File: config.mk
export PLATFORM = sky130hd
export DESIGN_NAME = wb_mtimer_flat
export DESIGN_NICKNAME = d
export VERILOG_FILES = /design/src/rtl/wb_mtimer_pkg.sv /design/src/rtl/wb_mtimer_if.sv /design/src/rtl/wb_mtimer_prescaler.sv /design/src/rtl/wb_mtimer.sv /design/src/flat_wrapper.sv
export SDC_FILE = /design/constraint.sdc
export NUM_CORES = 1
export LEC_CHECK = 0
export ABC_AREA = 1
export CAP_MARGIN = 5
export CORE_ASPECT_RATIO = 0.8
export CORE_MARGIN = 2
export CORE_UTILIZATION = 50
export CTS_CLUSTER_DIAMETER = 100
export DETAILED_ROUTE_END_ITERATION = 8
export PLACE_DENSITY = 0.77
export SKIP_LAST_GASP = 1
export SLEW_MARGIN = 20
export SYNTH_ARGS = -nofsm -noshare
export SYNTH_HDL_FRONTEND = slang
export SYNTH_SLANG_ARGS = --single-unit
File: constraint.sdc
create_clock -name wb_clk_i -period 2.9 [get_ports wb_clk_i]
set_input_delay 0.58 -clock wb_clk_i [delete_from_list [all_inputs] [get_ports wb_clk_i]]
set_output_delay 0.58 -clock wb_clk_i [all_outputs]
set_load 0.1 [all_outputs]
File: src/rtl/wb_mtimer_pkg.sv
`default_nettype none
// ============================================================================
// Module : wb_mtimer_pkg
// Desc   : Register offsets, CTRL bit indices and helpers for wb_mtimer.
// Rev    : 1.0  initial release
// ============================================================================
package wb_mtimer_pkg;

    localparam logic [2:0] REG_MTIME_LO    = 3'd0;
    localparam logic [2:0] REG_MTIME_HI    = 3'd1;
    localparam logic [2:0] REG_MTIMECMP_LO = 3'd2;
    localparam logic [2:0] REG_MTIMECMP_HI = 3'd3;
    localparam logic [2:0] REG_CTRL        = 3'd4;
    localparam logic [2:0] REG_PRESCALE    = 3'd5;

    localparam int CTRL_EN = 0;
    localparam int CTRL_IE = 1;

    // Encoded so that bit 0 is the ack flop and bit 1 is the err flop.
    typedef enum logic [1:0] {
        RESP_NONE = 2'b00,
        RESP_ACK  = 2'b01,
        RESP_ERR  = 2'b10
    } resp_e;

    function automatic logic [31:0] byte_merge(
        input logic [31:0] old_val,
        input logic [31:0] new_val,
        input logic [3:0]  sel
    );
        logic [31:0] res;
        for (int i = 0; i < 4; i++) begin
            res[8*i +: 8] = sel[i] ? new_val[8*i +: 8] : old_val[8*i +: 8];
        end
        return res;
    endfunction

endpackage
`default_nettype wire

File: src/rtl/wb_mtimer_if.sv
`default_nettype none
// ============================================================================
// Module : wb_mtimer_if
// Desc   : Wishbone B4 classic bus bundle plus timer interrupt line.
// Rev    : 1.0  initial release
// ============================================================================
interface wb_mtimer_if;
    logic [31:0] wb_adr_i;
    logic [31:0] wb_dat_i;
    logic [3:0]  wb_sel_i;
    logic        wb_we_i;
    logic        wb_cyc_i;
    logic        wb_stb_i;
    logic [31:0] wb_dat_o;
    logic        wb_ack_o;
    logic        wb_err_o;
    logic        irq_o;

    modport slave (
        input  wb_adr_i, wb_dat_i, wb_sel_i, wb_we_i, wb_cyc_i, wb_stb_i,
        output wb_dat_o, wb_ack_o, wb_err_o, irq_o
    );

    modport master (
        output wb_adr_i, wb_dat_i, wb_sel_i, wb_we_i, wb_cyc_i, wb_stb_i,
        input  wb_dat_o, wb_ack_o, wb_err_o, irq_o
    );
endinterface
`default_nettype wire

File: src/rtl/wb_mtimer_prescaler.sv
`default_nettype none
// ============================================================================
// Module : mtimer_prescaler
// Desc   : Divides the clock by prescale+1 and emits a one-cycle mtime tick.
// Rev    : 1.0  initial release
// ============================================================================
module mtimer_prescaler (
    input  wire        clk,
    input  wire        rst,
    input  wire        en_i,
    input  wire [31:0] prescale_i,
    input  wire        clr_i,
    output logic       tick_o
);
    logic [31:0] pre_cnt_q;
    logic        w_hit;

    assign w_hit  = (pre_cnt_q == prescale_i);
    assign tick_o = en_i & w_hit;

    always_ff @(posedge clk) begin
        if (rst) begin
            pre_cnt_q <= 32'd0;
        end else if (clr_i) begin
            pre_cnt_q <= 32'd0;
        end else if (en_i) begin
            pre_cnt_q <= w_hit ? 32'd0 : pre_cnt_q + 32'd1;
        end
    end
endmodule
`default_nettype wire

File: src/rtl/wb_mtimer.sv
`default_nettype none
// ============================================================================
// Module : wb_mtimer
// Desc   : Wishbone B4 classic RISC-V machine timer with prescaler and IRQ.
// Rev    : 1.0  initial release
// ============================================================================
module wb_mtimer
    import wb_mtimer_pkg::*;
#(
    parameter logic [31:0] PRESCALE_RESET = 32'd0,
    parameter logic [63:0] MTIMECMP_RESET = 64'hFFFF_FFFF_FFFF_FFFF
) (
    input  wire        wb_clk_i,
    input  wire        wb_rst_i,
    wb_mtimer_if.slave wb
);
    resp_e       resp_q;
    logic [31:0] dat_q;
    logic        irq_q;
    logic [63:0] mtime_q;
    logic [63:0] mtime_d;
    logic [63:0] mtimecmp_q;
    logic        en_q;
    logic        ie_q;
    logic [31:0] prescale_q;
    logic [31:0] hi_shadow_q;

    logic        w_req;
    logic        w_mapped;
    logic        w_wr;
    logic        w_tick;
    logic [2:0]  w_off;
    logic [31:0] w_cur;
    logic [31:0] w_rdata;
    logic [31:0] w_merged;
    logic        w_unused;

    assign w_off    = wb.wb_adr_i[4:2];
    assign w_mapped = (w_off <= REG_PRESCALE);
    assign w_req    = wb.wb_cyc_i & wb.wb_stb_i & (resp_q == RESP_NONE);
    assign w_wr     = w_req & wb.wb_we_i & w_mapped;
    assign w_unused = ^{wb.wb_adr_i[31:5], wb.wb_adr_i[1:0]};

    mtimer_prescaler u_prescaler (
        .clk        (wb_clk_i),
        .rst        (wb_rst_i),
        .en_i       (en_q),
        .prescale_i (prescale_q),
        .clr_i      (w_wr && (w_off == REG_PRESCALE)),
        .tick_o     (w_tick)
    );

    // Raw register contents at the addressed offset; byte merges start here.
    always_comb begin
        w_cur = 32'd0;
        case (w_off)
            REG_MTIME_LO:    w_cur = mtime_q[31:0];
            REG_MTIME_HI:    w_cur = mtime_q[63:32];
            REG_MTIMECMP_LO: w_cur = mtimecmp_q[31:0];
            REG_MTIMECMP_HI: w_cur = mtimecmp_q[63:32];
            REG_CTRL:        w_cur = {30'd0, ie_q, en_q};
            REG_PRESCALE:    w_cur = prescale_q;
            default:         w_cur = 32'd0;
        endcase
    end

    assign w_rdata  = (w_off == REG_MTIME_HI) ? hi_shadow_q : w_cur;
    assign w_merged = byte_merge(w_cur, wb.wb_dat_i, wb.wb_sel_i);

    // A bus write to either half overrides the tick; the other half keeps its old value.
    always_comb begin
        mtime_d = mtime_q;
        if (w_tick) begin
            mtime_d = mtime_q + 64'd1;
        end
        if (w_wr && (w_off == REG_MTIME_LO)) begin
            mtime_d = {mtime_q[63:32], w_merged};
        end else if (w_wr && (w_off == REG_MTIME_HI)) begin
            mtime_d = {w_merged, mtime_q[31:0]};
        end
    end

    always_ff @(posedge wb_clk_i) begin
        if (wb_rst_i) begin
            resp_q      <= RESP_NONE;
            dat_q       <= 32'd0;
            irq_q       <= 1'b0;
            mtime_q     <= 64'd0;
            mtimecmp_q  <= MTIMECMP_RESET;
            en_q        <= 1'b0;
            ie_q        <= 1'b0;
            prescale_q  <= PRESCALE_RESET;
            hi_shadow_q <= 32'd0;
        end else begin
            resp_q  <= RESP_NONE;
            if (w_req) begin
                resp_q <= w_mapped ? RESP_ACK : RESP_ERR;
                dat_q  <= w_rdata;
            end
            irq_q   <= ie_q & (mtime_q >= mtimecmp_q);
            mtime_q <= mtime_d;
            if (w_req && !wb.wb_we_i && (w_off == REG_MTIME_LO)) begin
                hi_shadow_q <= mtime_q[63:32];
            end
            if (w_wr) begin
                case (w_off)
                    REG_MTIMECMP_LO: mtimecmp_q[31:0]  <= w_merged;
                    REG_MTIMECMP_HI: mtimecmp_q[63:32] <= w_merged;
                    REG_CTRL: begin
                        en_q <= w_merged[CTRL_EN];
                        ie_q <= w_merged[CTRL_IE];
                    end
                    REG_PRESCALE:    prescale_q <= w_merged;
                    default: ;
                endcase
            end
        end
    end

    assign wb.wb_dat_o = dat_q;
    assign wb.wb_ack_o = resp_q[0];
    assign wb.wb_err_o = resp_q[1];
    assign wb.irq_o    = irq_q;
endmodule
`default_nettype wire

File: src/flat_wrapper.sv
// flat-port wrapper written by rule: the top's interface ports become plain ports
module wb_mtimer_flat import wb_mtimer_pkg::*;
#(
    parameter logic [31:0] PRESCALE_RESET = 32'd0,
    parameter logic [63:0] MTIMECMP_RESET = 64'hFFFF_FFFF_FFFF_FFFF
)
  (wb_clk_i, wb_rst_i, wb_wb_adr_i, wb_wb_dat_i, wb_wb_sel_i, wb_wb_we_i, wb_wb_cyc_i, wb_wb_stb_i, wb_wb_dat_o, wb_wb_ack_o, wb_wb_err_o, wb_irq_o);
  wb_mtimer_if wb_i ();
  input  wire wb_clk_i;
  input  wire wb_rst_i;
  input wire logic [$bits(wb_i.wb_adr_i)-1:0] wb_wb_adr_i;
  input wire logic [$bits(wb_i.wb_dat_i)-1:0] wb_wb_dat_i;
  input wire logic [$bits(wb_i.wb_sel_i)-1:0] wb_wb_sel_i;
  input wire logic [$bits(wb_i.wb_we_i)-1:0] wb_wb_we_i;
  input wire logic [$bits(wb_i.wb_cyc_i)-1:0] wb_wb_cyc_i;
  input wire logic [$bits(wb_i.wb_stb_i)-1:0] wb_wb_stb_i;
  output wire logic [$bits(wb_i.wb_dat_o)-1:0] wb_wb_dat_o;
  output wire logic [$bits(wb_i.wb_ack_o)-1:0] wb_wb_ack_o;
  output wire logic [$bits(wb_i.wb_err_o)-1:0] wb_wb_err_o;
  output wire logic [$bits(wb_i.irq_o)-1:0] wb_irq_o;
  assign wb_i.wb_adr_i = wb_wb_adr_i;
  assign wb_i.wb_dat_i = wb_wb_dat_i;
  assign wb_i.wb_sel_i = wb_wb_sel_i;
  assign wb_i.wb_we_i = wb_wb_we_i;
  assign wb_i.wb_cyc_i = wb_wb_cyc_i;
  assign wb_i.wb_stb_i = wb_wb_stb_i;
  assign wb_wb_dat_o = wb_i.wb_dat_o;
  assign wb_wb_ack_o = wb_i.wb_ack_o;
  assign wb_wb_err_o = wb_i.wb_err_o;
  assign wb_irq_o = wb_i.irq_o;
  wb_mtimer #(.PRESCALE_RESET(PRESCALE_RESET), .MTIMECMP_RESET(MTIMECMP_RESET)) u_core (.wb_clk_i(wb_clk_i), .wb_rst_i(wb_rst_i), .wb(wb_i));
endmodule
Yosys cells after proc, flatten, opt, wreduce, memory -nomap -nowiden
Cells that the tools add are included.
- bitwise gates (word level): 8
- multiplexer cells: 11
- add/subtract/negate cells: 2
- magnitude comparators: 2
- reduce and logical (&&, ||, !) cells: 18
- equality and inequality tests: 7
- operators by type and width (kind ; number):
    $pmux W32 S6 ; 1
    $mux W64 ; 2
    $mux W32 ; 3
    $add A64 B1 Y64 const B ; 1
    $ge A64 B64 Y1 ; 1
    $add A32 B1 Y32 const B ; 1
    $eq A32 B32 Y1 ; 1
    $mux W8 ; 4
    $reduce_and A2 Y1 ; 6
    $and A1 B1 Y1 ; 6
    $eq A3 B2 Y1 const B ; 2
    $eq A3 B3 Y1 const B ; 2
    $logic_and A1 B1 Y1 ; 5
    $reduce_bool A2 Y1 ; 2
    $reduce_or A2 Y1 ; 2
    $eq A3 B1 Y1 const B ; 1
    $le A3 B3 Y1 const B ; 1
    $logic_not A3 Y1 ; 1
    $logic_not A2 Y1 ; 1
    $mux W2 ; 1
    $ne A2 B1 Y1 const B ; 1
    $not A1 Y1 ; 2
    $logic_not A1 Y1 ; 1
- register bits: 261
- bits of input ports: 73
- logic and storage cells: 60
- output and inout bits: 35

Depth between registers and ports, before layout
- word-level depth: 7
- gate-level depth with buffers: 14

Cells and area by module
From an unflattened synthesis, not the netlist that was laid out.
- cell total of the unflattened synthesis: 2696
- area, all modules: 16811.1 µm²
- by module, submodules not included (module ; area each (µm²) ; sequential area each (µm²) ; cells an instance ; instances):
    wb_mtimer ; 14521.4 ; 4584.4 ; 2317 ; 1
    mtimer_prescaler ; 2289.7 ; 640.6 ; 379 ; 1

Worst setup path after synthesis
No wires, ideal clock.
- path type: register to register
- start: register u_core.resp_q[1]
- end: register u_core.mtime_q[49]
- path buffers: 2
- data arrival time: 2.091 ns
- setup time: 0.134 ns
- required time: 2.766 ns
- slack: 0.675 ns
- cell stages (with the launch flop): 10
- path through: dfxtp_1 nor2_2 nand3_4 nor2_4 nand2_2 buf_2 clkbuf_1 nand3_1 nand4_1 a21oi_1
- longest elaborated chain between the ends: 7
- elaborated cells on any way between the ends: 10
- classes of those cells: mux (1); bitwise (4); reduce/logical (5)
- RTL lines (item ; line ; RTL):
    from (decl) ; wb_mtimer.sv:17 ; resp_e resp_q;
    from (signal assigned) ; wb_mtimer.sv:97 ; resp_q <= w_mapped ? RESP_ACK : RESP_ERR;
    $logic_not A2 Y1 * ; wb_mtimer.sv:40 ; assign w_req = wb.wb_cyc_i & wb.wb_stb_i & (resp_q == RESP_NONE);
    $and A1 B1 Y1 * ; wb_mtimer.sv:40 ;
    $and A1 B1 Y1 * (2 in series) ; wb_mtimer.sv:41 ; assign w_wr = w_req & wb.wb_we_i & w_mapped;
    $logic_and A1 B1 Y1, on equally long branches ; wb_mtimer.sv:78, wb_mtimer.sv:76 ;
    $reduce_bool A2 Y1 (no source line) or $not A1 Y1 (tied branches) ; - ;
    $reduce_and A2 Y1 (no source line) ; - ;
    to (signal assigned) ; wb_mtimer.sv:101 ; mtime_q <= mtime_d;
    to (decl) ; wb_mtimer.sv:20 ; logic [63:0] mtime_q;
Every way passes the cells marked *; elsewhere a longest branch is shown, timed or not. The select of a mux whose other input is x is not followed.
A chain may end at the register's enable or synchronous reset.

Worst setup path after layout
- start: register u_core.u_prescaler.pre_cnt_q[6]
- end: register u_core.mtime_q[24]
- longest elaborated chain between the ends: 4
- RTL lines (item ; line ; RTL):
    from (decl) ; wb_mtimer_prescaler.sv:15 ; logic [31:0] pre_cnt_q;
    from (signal assigned) ; wb_mtimer_prescaler.sv:27 ; pre_cnt_q <= w_hit ? 32'd0 : pre_cnt_q + 32'd1;
    $eq A32 B32 Y1 ; wb_mtimer_prescaler.sv:18 ; assign w_hit = (pre_cnt_q == prescale_i);
    $and A1 B1 Y1 ; wb_mtimer_prescaler.sv:19 ; assign tick_o = en_i & w_hit;
    $reduce_bool A2 Y1 (no source line) ; - ;
    $reduce_and A2 Y1 (no source line) ; - ;
Every way passes these cells.

==> results.toml <==
[yosys]
yosysTopAreaCell = "dfxtp_1"
synthArstFlopShare_pct = 0
synth_edf_count = 0
synth-main-ff-cell = "dfxtp_1"
yosys-top-cells-count = "nand2_1 (683), a21oi_1 (269), dfxtp_1 (261), nor2_1 (261), inv_1 (227)"
synth_area_leaders = "dfxtp_1 (31%), nand2_1 (15%), a21oi_1 (8.0%), nand3_1 (6.7%), nor2_1 (5.8%)"
synth_area_um2 = 16800
synth_seq_cells = 261
synth_cell_types = 45
syn_area_per_cell_um2 = 6.35
ys_warn_count = 0
synth_top_cell_area_share_pct = 31.1
yosysMostFrequentCell = "nand2_1"
synth_nets = 2788
syn_inst = 2649
seq_area_frac_synth_pct = 31.1

[finish]
fin_cells = 3169
syn2layout_area_growth_pct = 14.9
antennaDiodeCount = 0
drive_gt1_share_pct = 9.98
fin_nets = 2853

[routing]
vias = 18800
drt_iter0_drc = 2461
wl_per_cell_um = 22.1
route.detailed.drc = 0
met2_length_um = 28700
wirelength_um = 70000
ant_nets = 0
route.met3.wl_um = 7990
via_per_inst = 5.93
wl_met1_um = 29900
highest_layer = "met4"
first_pass_iters = 6

[worst_setup_path]
critical_path_class = "reg2reg"
cp.arrival_ns = 3.05
startpoint_type = "register"
crit_path_cell_trace = "inv_1 > nand2_1 > nand2_1 > nor2_1 > nand2_1 > nor2_1 > nand3_1 > nor2_2 > nand3_4 > nand3_1 > a21oi_1"
crit_path_max_incr_delay_ns = 0.41
cpMostUsedCell = "nand2_1"
path_max_fanout = 19
crit_slowest_cell = "dfxtp_1"
r2r_slack_ns = 0.26
worst_setup_path_end_kind = "register"
critical_path_required_ns = 3.32

[place]
place_ws_ns = 0.0799
place_inst = 3118
dp_hpwl_um = 53600
portBuffers = 78
place.gp.congestion = 1.04

[global_routing]
grt_overflow_total = 0
grt_usage_pct = 39.3
grt_max_degree = 68
grt_pass1_wl_um = 104000
grt_pass1_vias = 17100
grt_antenna_before_repair = 0

[timing]
setup_viol = 0
finalHoldViolations = 0
slew_violations = 0
rsz0062_at_grt = "false"
slew_headroom_pct = 39.5
finalCriticalPeriod_ns = 2.64
fin_setup_tns_ns = 0
timing.final.ws_setup_ns = 0.263
fin_worst_skew_ns = 0.0145
min_period_over_period_pct = 90.9
timing.fmax_mhz = 379
worstMarginPinSlew_ns = 0.907

[die]
die_area_um2 = 35100
initial_core_util_pct = 50.4
die_x_um = 209
coreArea_um2 = 33400
dieHeight_um = 168
num_rows = 60
ios = 108

[pwr]
leakage_nw = 8.56
cellPowerDensity_nw_per_um2 = 476
ir_worst_vdd_v = 0.000521

[worst_hold_path]
min_path_type = "in2reg"

[clock_network]
postCtsHoldBufs = 0
ctsResizeCount = 0
clk_pin_slew_ns = 0.07
cts_setup_buffers = 0
root_buffer = "clkbuf_16"
clk_path_buf_depth = 3
cts_tree = "built"
clk_latency_ns = 0.57
clock-sinks = 261
cts_buffers = 28
h-tree-depth = 1

[job]
max_cap_viol_count = 0

[outcome]
outcome = "completed"
[final timing paths]
kind | endpoint | from | cells after the start
hold / removal | u_core.resp_q[0] | wb_rst_i | 2
setup reg to reg | u_core.mtime_q[24] | u_core.u_prescaler.pre_cnt_q[6] | 11
setup / recovery | u_core.mtime_q[24] | u_core.u_prescaler.pre_cnt_q[6] | 11
hold reg to reg | u_core.mtimecmp_q[2] | u_core.mtimecmp_q[2] | 2
[critical path, delay by kind of cell, from the launching register on]
kind | cells | cell delay [ns]
flip-flops | 1 | 0.41
AND/OR/NAND/NOR | 9 | 1.86
AO/OA/AOI/OAI | 1 | 0.09
buffers and inverters | 1 | 0.10
[power breakdown]
group          internal (W)  switching (W)
combinational      0.000278       0.000752
clock               0.00285        0.00165
sequential          0.00364      0.0000324
[metrics by stage]
stage               util (%)  hold WS, ns  total power, W  area (µm²)
finish                  57.8        0.226         0.00920       19300
global placement        54.4        0.452         0.00475       18200
floorplan                  -        0.432         0.00437       16800
detailed placement      54.4        0.459         0.00475       18200
global route            57.8        0.230         0.00940       19300
CTS                     57.8        0.210         0.00920       19300
[cell families (layout without fill, tap and decap cells)]
kind of cell    Yosys count  count (layout)  synth area share, %
compound gates          544             544                 16.8
flops                   261             261                 31.1
fa+ha+maj                66              66                 4.91
xor+xnor                 46              46                 2.40
buf+inv                 373             459                 9.26
simple gates           1359            1359                 35.5
[layout make-up]
| type | instances | area, µm² |
|---|---|---|
| tap | 434 | 543 |
| sequential | 261 | 5230 |
| multi-input combinational | 2015 | 10100 |
| inverter | 251 | 942 |
| timing repair buffer | 157 | 1420 |
| clock inverter | 16 | 367 |
| fill | 3287 | 14100 |
| clock buffer | 35 | 768 |
[cell usage in the layout, fill, tap and decap left out, types with 24 or more instances in the layout]
cell type,netlist,routed
a21oi_1,269,269
buf_4,6,104
clkbuf_16,0,29
clkdlybuf4s50_1,0,42
dfxtp_1,261,261
ha_1,66,66
inv_1,227,226
inv_2,24,24
nand2_1,683,683
nand3_1,225,225
nand4_1,71,71
nor2_1,261,261
o21ai_0,188,188
o22ai_1,59,59
or2_2,32,32
xor2_1,25,25
[per-layer routing]
layer | up-vias | GRT usage (%)
met5 | - | 0
met4 | 0 | 16.7
met3 | 173 | 9.48
met2 | 1026 | 57.7
met1 | 8663 | 54.8
li1 | 8929 | -
[state kept, by name (all words and copies together) (netlist names), 2 cells and up]
register	count
u_core.wb.wb_dat_o	32
u_core.prescale_q	32
u_core.resp_q	2
u_core.hi_shadow_q	32
u_core.mtime_q	64
u_core.u_prescaler.pre_cnt_q	32
u_core.mtimecmp_q	64
(Power assumes the default switching activity.)
